--- src/rtl/prio_encoder8to3_req.sv ---
`default_nettype none
// ============================================================================
// Module   : prio_encoder8to3_req
// Purpose  : Sequential 8-to-3 priority encoder.
//            - Captures single-cycle request pulses into a sticky pending
//              register.
//            - Presents the index of the highest-priority pending line over
//              a valid/ready handshake.
//            - Clears that line once it has been served.
// Ports    : clk       - single clock, rising-edge active
//            rst_n     - asynchronous active-low reset
//            in[7:0]   - request pulses, bit i sets pending bit i
//            out[2:0]  - binary index of the presented request
//            out_valid - out holds a valid request index
//            out_ready - consumer accepts out this cycle
//            pending   - registered pending vector
//            pend_cnt  - number of set bits in pending (0..8)
//            overrun   - 1-cycle pulse, request hit an already-pending bit
// Params   : HIGH_FIRST - 1: bit 7 highest priority, 0: bit 0 highest
// Revision : 1.0 - initial release
// ============================================================================
module prio_encoder8to3_req #(
  parameter int HIGH_FIRST = 1
) (
  input  logic       clk,
  input  logic       rst_n,
  input  logic [7:0] in,
  output logic [2:0] out,
  output logic       out_valid,
  input  logic       out_ready,
  output logic [7:0] pending,
  output logic [3:0] pend_cnt,
  output logic       overrun
);

  typedef enum logic [0:0] {
    ST_IDLE    = 1'b0,
    ST_PRESENT = 1'b1
  } state_t;

  state_t     r_state;
  state_t     w_state_next;
  logic [2:0] r_out;
  logic [2:0] w_out_next;
  logic [7:0] r_pending;
  logic [3:0] r_pend_cnt;
  logic       r_overrun;

  logic       w_transfer;
  logic [7:0] w_served;
  logic [7:0] w_rem;
  logic [7:0] w_pend_next;
  logic       w_overrun_next;

  // Priority pick. The scan direction is chosen so that the last set bit
  // visited is the winner, which keeps the loop free of early exits.
  function automatic logic [2:0] f_prio(input logic [7:0] v);
    logic [2:0] idx;
    idx = 3'd0;
    if (HIGH_FIRST != 0) begin
      for (int i = 0; i < 8; i++) begin
        if (v[i]) idx = 3'(i);
      end
    end else begin
      for (int i = 7; i >= 0; i--) begin
        if (v[i]) idx = 3'(i);
      end
    end
    return idx;
  endfunction

  function automatic logic [3:0] f_popcnt(input logic [7:0] v);
    logic [3:0] c;
    c = 4'd0;
    for (int i = 0; i < 8; i++) begin
      c = c + {3'd0, v[i]};
    end
    return c;
  endfunction

  assign w_transfer     = (r_state == ST_PRESENT) && out_ready;
  assign w_served       = w_transfer ? (8'h01 << r_out) : 8'h00;
  assign w_rem          = r_pending & ~w_served;
  // OR-ing in after the clear lets a same-edge re-request win over service.
  assign w_pend_next    = w_rem | in;
  assign w_overrun_next = |(in & r_pending & ~w_served);

  // Selection only looks at registered pending (or its served remainder),
  // so requests landing on this edge wait one cycle, and a held code is
  // never replaced by a newer higher-priority request.
  always_comb begin
    w_state_next = r_state;
    w_out_next   = r_out;
    case (r_state)
      ST_IDLE: begin
        if (r_pending != 8'h00) begin
          w_out_next   = f_prio(r_pending);
          w_state_next = ST_PRESENT;
        end
      end
      ST_PRESENT: begin
        if (w_transfer) begin
          if (w_rem != 8'h00) begin
            w_out_next = f_prio(w_rem);
          end else begin
            w_state_next = ST_IDLE;
          end
        end
      end
      default: begin
        w_state_next = ST_IDLE;
      end
    endcase
  end

  always_ff @(posedge clk or negedge rst_n) begin
    if (!rst_n) begin
      r_state    <= ST_IDLE;
      r_out      <= 3'd0;
      r_pending  <= 8'h00;
      r_pend_cnt <= 4'd0;
      r_overrun  <= 1'b0;
    end else begin
      r_state    <= w_state_next;
      r_out      <= w_out_next;
      r_pending  <= w_pend_next;
      r_pend_cnt <= f_popcnt(w_pend_next);
      r_overrun  <= w_overrun_next;
    end
  end

  assign out       = r_out;
  assign out_valid = (r_state == ST_PRESENT);
  assign pending   = r_pending;
  assign pend_cnt  = r_pend_cnt;
  assign overrun   = r_overrun;

endmodule
`default_nettype wire

--- config.mk ---
export PLATFORM = sky130hd
export DESIGN_NAME = prio_encoder8to3_req
export DESIGN_NICKNAME = d
export VERILOG_FILES = /design/src/rtl/prio_encoder8to3_req.sv
export SDC_FILE = /design/constraint.sdc
export NUM_CORES = 1
export LEC_CHECK = 0
export CAP_MARGIN = 10
export CELL_PAD_IN_SITES_DETAIL_PLACEMENT = 0
export CELL_PAD_IN_SITES_GLOBAL_PLACEMENT = 1
export CORE_ASPECT_RATIO = 1.5
export CORE_MARGIN = 2
export CORE_UTILIZATION = 36
export CTS_CLUSTER_DIAMETER = 40
export DETAILED_ROUTE_END_ITERATION = 8
export MAX_ROUTING_LAYER = met4
export PLACE_DENSITY = 0.79
export SLEW_MARGIN = 25
export SYNTH_ARGS = -nofsm -noshare
export SYNTH_HDL_FRONTEND = slang
export SYNTH_SLANG_ARGS = --single-unit
--- constraint.sdc ---
create_clock -name clk -period 4.18 [get_ports clk]
set_input_delay 0.836 -clock clk [delete_from_list [all_inputs] [get_ports clk]]
set_output_delay 0.836 -clock clk [all_outputs]
set_load 0.05 [all_outputs]
Word level (Yosys, flattened, before mapping)
Cells that the tools add are included.
- flip-flop bits (word level): 17
- input bits: 11
- output and inout bits: 17
- $add $sub $neg: 7
- equal/unequal tests: 3
- shift-type cells: 1
- muxes and demuxes: 23
- bitwise gates (word level): 6
- reduce and logical (&&, ||, !) cells: 5
- operator list (kind ; number):
    $mux W3 ; 15
    $and A8 B8 Y8 ; 3
    $add A4 B1 Y4 ; 4
    $reduce_bool A8 Y1 ; 2
    $mux W8 ; 1
    $not A8 Y8 ; 1
    $or A8 B8 Y8 ; 1
    $reduce_or A8 Y1 ; 1
    $shl A1 B3 Y8 const A ; 1
    $pmux W3 S2 ; 1
    $mux W1 ; 5
    $add A3 B1 Y4 ; 1
    $ne A2 B1 Y1 const B ; 2
    $add A2 B1 Y3 ; 1
    $reduce_and A3 Y1 ; 1
    $add A1 B1 Y2 ; 1
    $ne A2 B2 Y1 const B ; 1
    $pmux W1 S2 ; 1
    $logic_and A1 B1 Y1 ; 1
    $not A1 Y1 ; 1

Depth between registers and ports, before layout
- depth after elaboration: 14
- mapped depth: 12
- mapped depth without buffers: 12

Least setup slack after synthesis
Ideal clock, no wire load.
- path type: input port to flip-flop
- start: in out_ready
- end: reg r_pend_cnt[2], in the netlist pend_cnt[2]
- setup time: 123 ps
- data arrival time: 3558 ps
- setup slack: 500 ps
- stages on the path: 12
- buffers on the path: 0
- cell sequence: nand3b_1 -> o31ai_1 -> nand2b_1 -> inv_1 -> fa_1 -> fa_1 -> fa_1 -> inv_1 -> ha_1 -> inv_1 -> fa_1 -> xnor2_1
- longest elaborated chain between the ends: 12
- ends and longest elaborated chain (what ; RTL line ; text):
    start: declaration ; 30 ; input logic out_ready,
    $logic_and A1 B1 Y1 ; 81 ; assign w_transfer = (r_state == ST_PRESENT) && out_ready;
    $mux W8 ; 82 ; assign w_served = w_transfer ? (8'h01 << r_out) : 8'h00;
    $not A8 Y8 ; 83 ; assign w_rem = r_pending & ~w_served;
    $and A8 B8 Y8 ; 83 ;
    $or A8 B8 Y8 ; 85 ; assign w_pend_next = w_rem | in;
    named net w_pend_next[0] ; 52 ; logic [7:0] w_pend_next;
    $add A1 B1 Y2 ; 76 ; c = c + {3'd0, v[i]};
    $add A2 B1 Y3 ; 76 ;
    $add A3 B1 Y4 ; 76 ;
    $add A4 B1 Y4 (4 in a row) ; 76 ;
    end signal: assignment ; 127 ; r_pend_cnt <= f_popcnt(w_pend_next);
    end: declaration ; 46 ; logic [3:0] r_pend_cnt;
The timed path passes the listed nets, and every way through them passes these cells.
A chain may end at the register's enable or synchronous reset.

Final worst setup path
- start: in out_ready
- end: reg r_pend_cnt[1], in the netlist pend_cnt[1]
Same word-level chain as after synthesis.

==> summary.txt <==
Layout
  – Commonest non-fill, non-tap cell in the layout: clkdlybuf4s50_1
  – Antenna diode count: 0
  – Nets: 166
  – Fillers: roughly 270
  – Area delta synth->final: 42.7%
  – Layout cells sized above 1: 0.190
  – Commonest cells after routing, fill and taps aside: clkdlybuf4s50_1 (27), dfrtp_1 (17), inv_1 (15)
  – Core Util, Final: 0.550

Synth
  – Post-Syn Nets: 124
  – Avg Cell Area, Syn: around 9.8 um^2
  – Leading post-synthesis cells by cell area: dfrtp_1 (41%), fa_1 (7.7%), inv_1 (5.8%)
  – Synth warn: 0
  – Post-synth top area cell: dfrtp_1
  – Cell area after synthesis: between 0.001 and 0.0015 mm^2
  – #FFs+latches synth: 17
  – Share of the synthesized area in the top cell type: 0.408
  – Netlist cell types: 35
  – Seq/Total Area, Yosys: 0.408
  – Synthesized instance count: roughly 110

Route
  – Post-Route WL: around 2.6 mm
  – DR WL/cell: between 10 and 15 um
  – DRT iter0 DRCs: 17
  – Vias: about 940
  – Drc violations: 0
  – DRT antenna net count: 0
  – Vias per cell: 5.09
  – Initial DRT Pass Iterations: 4

Worst setup path
  – Reg2reg start: out[2]
  – Crit path capture type: flip-flop
  – Reg2reg setup slack: roughly 0.62 ns
  – Slowest cell on crit path: fa_2
  – Setup crit start: out_ready
  – Reg-to-reg endpoint: pend_cnt[1]
  – Cells along the critical path: clkdlybuf4s50_1, nand3b_1, o31ai_2, nand2b_1, inv_2, fa_1, fa_1, fa_1, inv_1, ha_1, inv_1, fa_2, inv_1
  – Crit path required time: 4.33 ns
  – Worst Setup EP: pend_cnt[1]
  – Worst r2r path cells: 12
  – Worst setup SP type: input pin
  – Setup CP Type: in -> reg
  – CP max FO: 5
  – Crit path largest cell delay: roughly 0.52 ns
  – Critical Path AT: roughly 4.2 ns

Global route
  – Largest net degree at the start of global routing: 18
  – Grt peak-use layer: met2
  – Vias in the first global route: 939
  – GR Layer Usage met1: 0.232
  – First-pass GRT wire length: roughly 4.4 mm
  – Overflow after GRT: 0
  – Gr usage total: 0.189
  – Met3 GRT Util: 0.0362
  – Met2 Usage GRT: 0.289
  – Initial antenna violation count: 0

STA
  – F_max: 0.246 GHz
  – Tcrit/Tclk final: 0.972
  – Slew headroom: 0.461
  – Final setup vio count: 0
  – Clock skew: ~0.0012 ns
  – Worst Max-Slew Pin Slew: 0.805 ns
  – Setup TNS: 0 ns
  – Fin. Hold Viols: 0
  – Crit path time final: ~4 ns
  – Pins Over Slew Limit: 0

Clock tree
  – CTS Root Cell: clkbuf_8
  – Clock transition at the registers of the reported paths: 0.07 ns
  – CTS H-tree depth: 1
  – Clk_lat worst skew: ~0.25 ns
  – Sink Count: 17
  – Clock Path Buffers: 2
  – CTS Hold Bufs: 0
  – CTS tree: yes
  – CTS Buf Count: 3

Placed design
  – Port bufs: 27
  – Detailed Place HPWL: roughly 2.1 mm
  – Routability cong.: between 0.9 and 1

Floorplanning
  – Initial core utilization: 0.386
  – Core ar.: 0.00271 mm^2
  – Die H: about 70 um
  – Top Ports: 28
  – Row Count: 23
  – Die area: between 0.003 and 0.004 mm^2
  – Die W: ~48 um

Power
  – Clk pwr share: 0.194
  – Pwr/cell area: ~430 mW/mm^2
  – Final Power: approximately 640 uW
  – Max VDD drop: 389 uV
  – Part of the power in combinational logic: 0.464
  – Sequential power share: 0.342
  – Switching share of power: 0.419
  – Int Pwr: 375 uW
  – Lkg Pwr: between 0.6 and 0.7 nW
  – Switching pwr: 270 uW

Worst hold path
  – Min-Delay Path Class: reg -> reg

Job
  – MaxCap Viol Count: 0

Run status
  – Outcome: completed
[power by group through the flow]
stage          combinational (mW)  sequential (mW)  clock [mW]
6_report                    0.299            0.220       0.125
5_1_grt                     0.323            0.224       0.137
4_1_cts                     0.301            0.219       0.127
3_5_place_dp                0.300            0.222           0
3_3_place_gp                0.297            0.222           0
2_1_floorplan              0.0895            0.318           0
[per-stage QoR]
| step | hold slack (ns) | setup slack (ns) | cells | cell area, um^2 |
|---|---|---|---|---|
| 2_1_floorplan | 0.540 | 0.500 | 106 | 1040 |
| 3_3_place_gp | 0.596 | -0.197 | 178 | 1420 |
| 3_5_place_dp | 0.612 | -0.217 | 178 | 1420 |
| 4_1_cts | 0.633 | 0.0527 | 182 | 1470 |
| 5_1_grt | 0.664 | -0.00834 | 184 | 1490 |
| 6_report | 0.627 | 0.116 | 184 | 1490 |
[cell type report]
cell class                 instances  area, um^2  area share
inverter                          16        60.1      0.0403
clock inverter                     1        5.00     0.00336
timing repair buffer              37         345       0.232
clock buffer                       3        41.3      0.0277
multi-input combinational         73         566       0.380
tap                               37        46.3      0.0311
sequential                        17         425       0.286
[worst max-delay path: cells and delay by family]
kind / cells / cell delay [ns]
fa+ha+maj: 5 / 2.03
compound gates: 1 / 0.32
simple gates: 2 / 0.33
buf+inv: 5 / 0.72
[worst min path at each step]
stage          startpoint  endpoint  slack, ns  cells past startpoint
6_report           out[2]    out[2]       0.63                      1
3_5_place_dp       out[2]    out[2]       0.61                      1
3_3_place_gp       out[2]    out[2]       0.60                      1
5_1_grt            out[2]    out[2]       0.66                      1
2_1_floorplan       rst_n    out[0]       0.54                      0
4_1_cts            out[2]    out[2]       0.63                      1
[Yosys cell counts, drive strengths merged]
| master | count |
|---|---|
| dfrtp | 17 |
| inv | 16 |
| a21oi | 7 |
| nand2b | 6 |
| nor2 | 6 |
| o21a | 6 |
| o21ai | 5 |
| fa | 4 |
| or2 | 4 |
| a22oi | 3 |
| ha | 3 |
| nand2 | 3 |
| nand3 | 3 |
| mux2 | 2 |
| nor2b | 2 |
| o31a | 2 |
| or2b | 2 |
| a21bo | 1 |
| a21o | 1 |
| a221oi | 1 |
| a22o | 1 |
| and3 | 1 |
| nand3b | 1 |
| nand4 | 1 |
| nor3 | 1 |
| o211ai | 1 |
| o21bai | 1 |
| o31ai | 1 |
| o41ai | 1 |
| or3 | 1 |
| or4 | 1 |
| xnor2 | 1 |
[per-layer routing]
| layer | share of wire | vias up | wire, um |
|---|---|---|---|
| li1 | - | 445 | - |
| met1 | 0.39 | 450 | 1040 |
| met2 | 0.54 | 35 | 1420 |
| met3 | 0.048 | 7 | 126 |
| met4 | 0.020 | 0 | 52 |
| met5 | 0 | - | 0 |
[state kept, by name, summed over array words and instances (netlist names)]
register and cells:
pending 8, out 3, overrun 1, pend_cnt 4
out_valid 1
[what timing repair did]
item,in CTS,in global routing
buffers inserted,0,2
setup endpoints to repair,0,2
resized for setup,0,4
hold endpoints to repair,0,0
[logic make-up after synthesis]
kind of cell | share of synthesized area
compound gates | 0.216
xor+xnor | 0.00839
fa+ha+maj | 0.113
buf+inv | 0.0576
flops | 0.408
mux | 0.0216
simple gates | 0.176
Note: power is estimated with default switching activity, not from simulation.
